File: src/rtl/inst_fetch_unit.sv
// Instruction fetch front end: sequential PC, one outstanding imem read, DEPTH-entry {pc,instr,adel} buffer.
// Optional IFETCH_BYPASS_EN forwards a returning word straight to decode when the buffer is empty.
//
// state   | meaning
// REQ     | request may be issued at pc (or adel marker pushed if pc misaligned)
// WAIT    | one read outstanding, one buffer slot implicitly reserved
// DISCARD | outstanding read was squashed by a redirect; its data is dropped
// HALT    | adel marker pushed; only a redirect restarts fetch
module inst_fetch_unit #(
    parameter logic [31:0] RESET_PC = 32'hBFC0_0000,
    parameter int          DEPTH    = 4
) (
    input  logic        clk,
    input  logic        resetn,
    output logic        inst_req,
    output logic [31:0] inst_addr,
    input  logic        inst_addr_ok,
    input  logic        inst_data_ok,
    input  logic [31:0] inst_rdata,
    input  logic        redirect_valid,
    input  logic [31:0] redirect_pc,
    output logic        instr_valid,
    output logic [31:0] instr,
    output logic [31:0] instr_pc,
    output logic        instr_adel,
    input  logic        instr_ready
);
    localparam int AW = $clog2(DEPTH);
    localparam int CW = AW + 1;
    localparam logic [CW-1:0] DEPTH_C = CW'(DEPTH);

    typedef enum logic [1:0] {REQ, WAIT, DISCARD, HALT} state_t;

    state_t        state;
    logic [31:0]   pc;
    logic          run;
    logic [CW-1:0] count;
    logic [AW-1:0] wr_ptr;
    logic [AW-1:0] rd_ptr;
    logic [31:0]   fifo_pc    [DEPTH];
    logic [31:0]   fifo_instr [DEPTH];
    logic          fifo_adel  [DEPTH];

    logic          head_valid;
    logic          bypass;
    logic          handshake;
    logic          push_en;
    logic          pop_en;
    logic [31:0]   push_pc;
    logic [31:0]   push_instr;
    logic          push_adel;
    logic [31:0]   pc_prev;

    assign pc_prev    = pc - 32'd4;
    assign head_valid = (count != '0);
    assign inst_req   = run && (state == REQ) && (count < DEPTH_C) && (pc[1:0] == 2'b00);
    assign inst_addr  = pc;
    assign handshake  = inst_req && inst_addr_ok;

`ifdef IFETCH_BYPASS_EN
    assign bypass = !head_valid && (state == WAIT) && inst_data_ok && !redirect_valid;
`else
    assign bypass = 1'b0;
`endif

    assign instr_valid = head_valid || bypass;
    assign instr       = head_valid ? fifo_instr[rd_ptr] : (bypass ? inst_rdata : 32'h0);
    assign instr_pc    = head_valid ? fifo_pc[rd_ptr]    : (bypass ? pc_prev    : 32'h0);
    assign instr_adel  = head_valid && fifo_adel[rd_ptr];

    always_comb begin
        push_en    = 1'b0;
        push_pc    = pc_prev;
        push_instr = inst_rdata;
        push_adel  = 1'b0;
        pop_en     = head_valid && instr_ready && !redirect_valid;
        if (!redirect_valid) begin
            case (state)
                WAIT: begin
                    if (inst_data_ok) push_en = !(bypass && instr_ready);
                end
                REQ: begin
                    if (run && (pc[1:0] != 2'b00) && (count < DEPTH_C)) begin
                        push_en    = 1'b1;
                        push_pc    = pc;
                        push_instr = 32'h0;
                        push_adel  = 1'b1;
                    end
                end
                default: ;
            endcase
        end
    end

    always_ff @(posedge clk or negedge resetn) begin
        if (!resetn) begin
            state  <= REQ;
            pc     <= RESET_PC;
            run    <= 1'b0;
            count  <= '0;
            wr_ptr <= '0;
            rd_ptr <= '0;
        end else begin
            run <= 1'b1;
            if (redirect_valid) begin
                count  <= '0;
                wr_ptr <= '0;
                rd_ptr <= '0;
                pc     <= redirect_pc;
                case (state)
                    REQ:     state <= handshake ? DISCARD : REQ;
                    WAIT:    state <= inst_data_ok ? REQ : DISCARD;
                    DISCARD: state <= inst_data_ok ? REQ : DISCARD;
                    default: state <= REQ;
                endcase
            end else begin
                if (push_en) wr_ptr <= wr_ptr + 1'b1;
                if (pop_en)  rd_ptr <= rd_ptr + 1'b1;
                case ({push_en, pop_en})
                    2'b10:   count <= count + 1'b1;
                    2'b01:   count <= count - 1'b1;
                    default: count <= count;
                endcase
                case (state)
                    REQ: begin
                        if (handshake) begin
                            state <= WAIT;
                            pc    <= pc + 32'd4;
                        end else if (push_en) begin
                            state <= HALT;
                        end
                    end
                    WAIT:    if (inst_data_ok) state <= REQ;
                    DISCARD: if (inst_data_ok) state <= REQ;
                    default: state <= HALT;
                endcase
            end
        end
    end

    // buffer payload needs no reset: outputs are masked while count is zero
    always_ff @(posedge clk) begin
        if (push_en) begin
            fifo_pc[wr_ptr]    <= push_pc;
            fifo_instr[wr_ptr] <= push_instr;
            fifo_adel[wr_ptr]  <= push_adel;
        end
    end
endmodule

File: config.mk
export PLATFORM = sky130hd
export DESIGN_NAME = inst_fetch_unit
export DESIGN_NICKNAME = d
export VERILOG_FILES = /design/src/rtl/inst_fetch_unit.sv
export SDC_FILE = /design/constraint.sdc
export NUM_CORES = 1
export LEC_CHECK = 0
export BUFFER_PORTS_ARGS = -buffer_cell sky130_fd_sc_hd__buf_2
export CORE_UTILIZATION = 52
export DETAILED_ROUTE_END_ITERATION = 6
export PLACE_DENSITY = 0.88
export SLEW_MARGIN = 20
export SYNTH_ARGS = -nofsm -noshare
export SYNTH_HDL_FRONTEND = slang
export SYNTH_SLANG_ARGS = --single-unit
File: constraint.sdc
create_clock -name clk -period 3.2 [get_ports clk]
set_input_delay 0.32 -clock clk [delete_from_list [all_inputs] [get_ports clk]]
set_output_delay 0.32 -clock clk [all_outputs]
set_load 0.02 [all_outputs]
After elaboration in Yosys (flattened, before gate mapping):

Memories as Yosys holds them, arrays and structs flattened.
Index checks and enable logic that the tools add are counted.

* register bits: 42
* bits in latches: 0
* memory bits (writable): 260
* bits in read-only memories: 0
* input bits: 70
* output and inout port bits: 99
* logic and storage cells: 77
* memories kept: 3

* add/subtract/negate cells: 6
* multiply operators: 0
* div/mod/pow operators: 0
* $lt $le $gt $ge: 1
* equal/unequal tests: 6
* shifts and indexed selects: 0
* muxes and demuxes: 33
* bitwise operators: 0
* reduce and logical (&&, ||, !) cells: 22

Memories
* fifo_instr: words 4, bits a word 32, read ports 1, clocked after memory_dff 0, wr ports 1, RTL line 41 `logic [31:0] fifo_instr [DEPTH];`
* fifo_pc: words 4, bits a word 32, read ports 1, clocked after memory_dff 0, wr ports 1, RTL line 40 `logic [31:0] fifo_pc [DEPTH];`
* fifo_adel: words 4, bits a word 1, read ports 1, clocked after memory_dff 0, wr ports 1, RTL line 42 `logic fifo_adel [DEPTH];`

Operators by type and width (number)
* 32-bit two-way mux: 11
* 32-bit by 3-bit adder with 32-bit output (second input constant): 1
* 32-bit by 3-bit subtractor with 32-bit output (second input constant): 1
* 2-bit two-way mux: 10
* 2-bit nonzero test: 5
* 1-bit logical AND: 9
* 2-bit case mux with 2 select lines: 2
* 1-bit two-way mux: 7
* 3-bit case mux with 2 select lines: 1
* 3-bit nonzero test: 2
* 2-bit by 1-bit adder with 2-bit output (second input constant): 2
* 2-bit by 1-bit equality test with 1-bit output (second input constant): 2
* 2-bit equality test (second input constant): 2
* 2-bit logical NOT: 2
* 4-bit != test (second input constant): 1
* 2-bit AND reduction: 2
* 3-bit by 1-bit adder with 3-bit output (second input constant): 1
* 3-bit less-than comparator (second input constant): 1
* 3-bit two-way mux: 1
* 3-bit by 1-bit != test with 1-bit output (second input constant): 1
* 3-bit by 1-bit subtractor with 3-bit output (second input constant): 1
* 1-bit case mux with 2 select lines: 1
* 2-bit OR reduction: 1
* 1-bit logical NOT: 1

Depth between registers and ports, before layout:

* depth after elaboration: 10
* mapped depth: 9
* depth with buffers taken out: 9

Worst setup path after synthesis:

Ideal clock, no wire load.

* kind: register to register
* from: register state[0]
* to: memory fifo_adel[0], enable pin
* setup time: 430 ps
* arrival time: 2836 ps
* required time: 2770 ps
* slack: -66 ps
* stages on the path, launching flop included: 6
* path buffers: 0
* period minus slack after synthesis: 3266 ps
* cells stage by stage: dfrtp_1 > inv_1 > ha_1 > nand3b_1 > o21ai_1 > and3_1

* longest elaborated chain between the ends: 5
* elaborated cells on any way between the ends: 6
* those cells by class: eq/ne (1); mux (4); reduce/logical (1)

Ends and longest elaborated chain
* start, declared: RTL line 34 `state_t state;`
* start signal, assigned: RTL line 111 `REQ: state <= handshake ? DISCARD : REQ;`
* start signal, assigned: RTL line 112 `WAIT: state <= inst_data_ok ? REQ : DISCARD;`
* start signal, assigned: RTL line 113 `DISCARD: state <= inst_data_ok ? REQ : DISCARD;`
* 2-bit by 1-bit equality test with 1-bit output or 2-bit logical NOT (tied branches): RTL line 78 `case (state)`
* 1-bit case mux with 2 select lines *: RTL line 78
* 1-bit two-way mux *: RTL line 77 `if (!redirect_valid) begin`
* 1-bit two-way mux *: RTL line 143 `if (push_en) begin`
* 1-bit two-way mux (not written as such) *: RTL line 146 `fifo_adel[wr_ptr] <= push_adel;`
* end, declared: RTL line 42

Mark *: on every way between the ends. The rest lies on a longest branch, timed or not.

Worst setup path after layout:

* from: register rd_ptr[0]
* to: output port instr_pc[10]

* longest elaborated chain between the ends: 2

Ends and longest elaborated chain
* start, declared: RTL line 39 `logic [AW-1:0] rd_ptr;`
* start signal, assigned: RTL line 118 `if (pop_en) rd_ptr <= rd_ptr + 1'b1;`
* memory read 4 x 32 bit
* 32-bit two-way mux: RTL line 68 `assign instr_pc = head_valid ? fifo_pc[rd_ptr] : (bypass ? pc_prev : 32'h0);`
* end, declared: RTL line 24 `output logic [31:0] instr_pc,`

Every way passes these cells.

==> out/metrics.yaml <==
clocking:
  cts_root_buf: "clkbuf_16"
  cts.sinks: 302
  cts_max_level: 1
  clk_path_buf_depth: 3
  clk_pin_slew_ns: 0.07
  cts_tree: "done"
  cts_buffers: 30
  clk_latency_ns: 0.55
  cts_setup_buffers: 0
timing:
  max_freq_ghz: 0.356
  finalSetupViolations: 0
  tightest_slew_ns: 0.746
  finalSetupTns_ns: 0
  hold_viol: 0
  rsz0062_at_grt: "no"
  max_slew_margin_pct: 50.3
  period_needed_ns: 2.81
  drv_slew: 0
  clock-skew-final_ns: 0.0206
  post-route-period-util_pct: 87.7
  whs_ns: 0.0218
critical_path:
  path_max_fanout: 28
  end_kind: "output port"
  cp-start-kind: "flop"
  critical_path_class: "flop to output port"
  cp.required_ns: 2.88
  arrival_ns: 2.49
cells_and_area:
  utilization_pct: 62.3
  area_delta_synth_final_pct: 17.7
  postLayoutCellArea_mm2: 0.0157
  drive_gt1_share_pct: 31.9
  n_fill_cell: 1802
  diodes: 0
  nets: 1103
logic_synthesis:
  synthTopCellsByArea: "edfxtp_1 (59%), mux4_2 (11%), dfrtp_1 (6.2%), and2_1 (4.6%), xnor2_1 (2.1%)"
  synthDistinctLibCells: 55
  yosysMostFrequentCell: "edfxtp_1"
  synth.largest_area_cell: "edfxtp_1"
  avgSynthCellArea_um2: 15.7
  ys_seq_area_share_pct: 66.5
  ys_seq_elements: 302
  yosysWarnings: 0
  ys_top_cells_by_count: "edfxtp_1 (260), and2_1 (99), mux4_2 (66)"
  synth.net_count: 928
  synth_top_area_share_pct: 58.5
  ys_async_sr_fraction_pct: 13.9
  synth_edf_count: 260
  synthesis.instances: 848
  synth_top_flop_cell: "edfxtp_1"
  syn_area_mm2: 0.0133
routing:
  drtIter0Drc: 743
  via_count: 8161
  first_pass_iters: 5
  wire_per_inst_um: 21.8
  via_per_inst: 5.93
  drc_errors: 0
  ant_nets: 0
  wirelength_um: 30000
flow_run:
  maxCapViolCount: 0
floorplan:
  io_pins: 169
  dieArea_mm2: 0.0263
  core_mm2: 0.0252
  start_util_pct: 53.0
  die_h_um: 162
  row_count: 58
  die_x_um: 162
placement:
  dpl-instance-area_mm2: 0.0146
  gp_congestion: 0.822
  io_buffers: 168
  hpwl_um: 18900
power:
  leakage_nw: 5.51
  ir_drop_v: 0.000442
  power_mw: 11.8
  power_density_mw_per_mm2: 755
grt:
  grt_pass1_vias: 8297
  grt-ovfl-total: 0
  grt_max_degree: 68
  antenna_found_initial: 0
  track_usage_pct: 23.3
  grt_first_pass_wirelength_um: 46300
run_status:
  status: "finished clean"
worst_hold_path:
  hold_class: "input port to flop"
cells by family after synthesis:
family / count (synthesis) / synth area share, %
muxes: 73 / 11.7
other: 1 / 0.0281
DFF: 302 / 66.5
and+or+nand+nor: 281 / 12.5
adders and majority gates: 10 / 0.995
AOI/OAI and AO/OA: 63 / 3.07
xor gates and xnor gates: 40 / 2.63
buffers and inverters: 78 / 2.56
registers in the layout, indices dropped and copies added, names as in the netlist:
register / cells
fifo_instr: 128
fifo_pc: 128
inst_addr: 32
fifo_adel: 4
count: 3
rd_ptr: 2
state: 2
wr_ptr: 2
run: 1
per-stage QoR:
| step | setup WS [ns] | instances |
|---|---|---|
| global route | 0.263 | 1376 |
| finish | 0.393 | 1376 |
| detailed placement | 0.654 | 1309 |
| global placement | 0.570 | 1309 |
| CTS | 0.309 | 1376 |
| floorplan | 0.621 | 848 |
timing repair:
action / CTS / global route
gates resized for setup: 0 / 0
hold buffers: 12 / 0
endpoints found under the hold margin: 44 / 0
critical path, cell delays in order (launching register included):
cell,delay [ns]
dfrtp_4,0.71
buf_12,0.31
mux4_2,0.57
and2_1,0.18
buf_2,0.15
power by group:
part | total, mW | switching (mW) | internal (mW)
combinational | 3.44 | 1.98 | 1.46
sequential | 4.98 | 0.297 | 4.68
clock | 3.43 | 1.42 | 2.01
total | 11.8 | 3.69 | 8.15
worst paths after layout:
kind                                      startpoint                        end  slack [ns]  depth (start not counted)
max                            rd_ptr[0]$_DFFE_PN0P_               instr_pc[10]        0.39                          4
min                                  redirect_pc[15]  inst_addr[15]$_DFFE_PN0P_        0.02                          3
max reg2reg                     state[0]$_DFFE_PN0P_       count[2]$_DFFE_PN0P_        0.60                         10
min reg2reg                inst_addr[23]$_DFFE_PN1P_  inst_addr[23]$_DFFE_PN1P_        0.60                          2
max in group asynchronous                     resetn      rd_ptr[0]$_DFFE_PN0P_        2.45                          2
min in group asynchronous                     resetn  inst_addr[18]$_DFFE_PN0P_        0.31                          2
layer usage:
metal | vias to the layer above | share of wire, % | GRT usage (%)
li1 | 3614 | - | -
met1 | 4078 | 40 | 31.0
met2 | 410 | 50 | 39.7
met3 | 59 | 7.1 | 3.17
met4 | 0 | 2.7 | 7.80
met5 | - | 0 | 0
cell usage in the layout, fill, tap and decap left out, types with 12 or more instances in the layout:
master	count
o21ai_0	18
or4_1	16
edfxtp_1	260
dfrtp_1	31
clkbuf_16	31
nand3_1	18
dlygate4sd3_1	12
buf_2	167
a31oi_1	18
and2_1	99
nand2_1	25
nor2_1	36
nand4_1	23
buf_4	20
mux4_2	66
inv_1	15
xnor2_1	32
area by class of cell:
cell class                      instances  area, µm²  share of cell area (%)
Clock inverter                         16        159                    1.01
Sequential cell                       302       8870                    56.6
Multi-Input combinational cell        468       4150                    26.5
Clock buffer                           39        806                    5.14
Tap cell                              330        413                    2.63
Inverter                               16       60.1                   0.383
Timing Repair Buffer                  205       1230                    7.81
(Power assumes the default switching activity.)
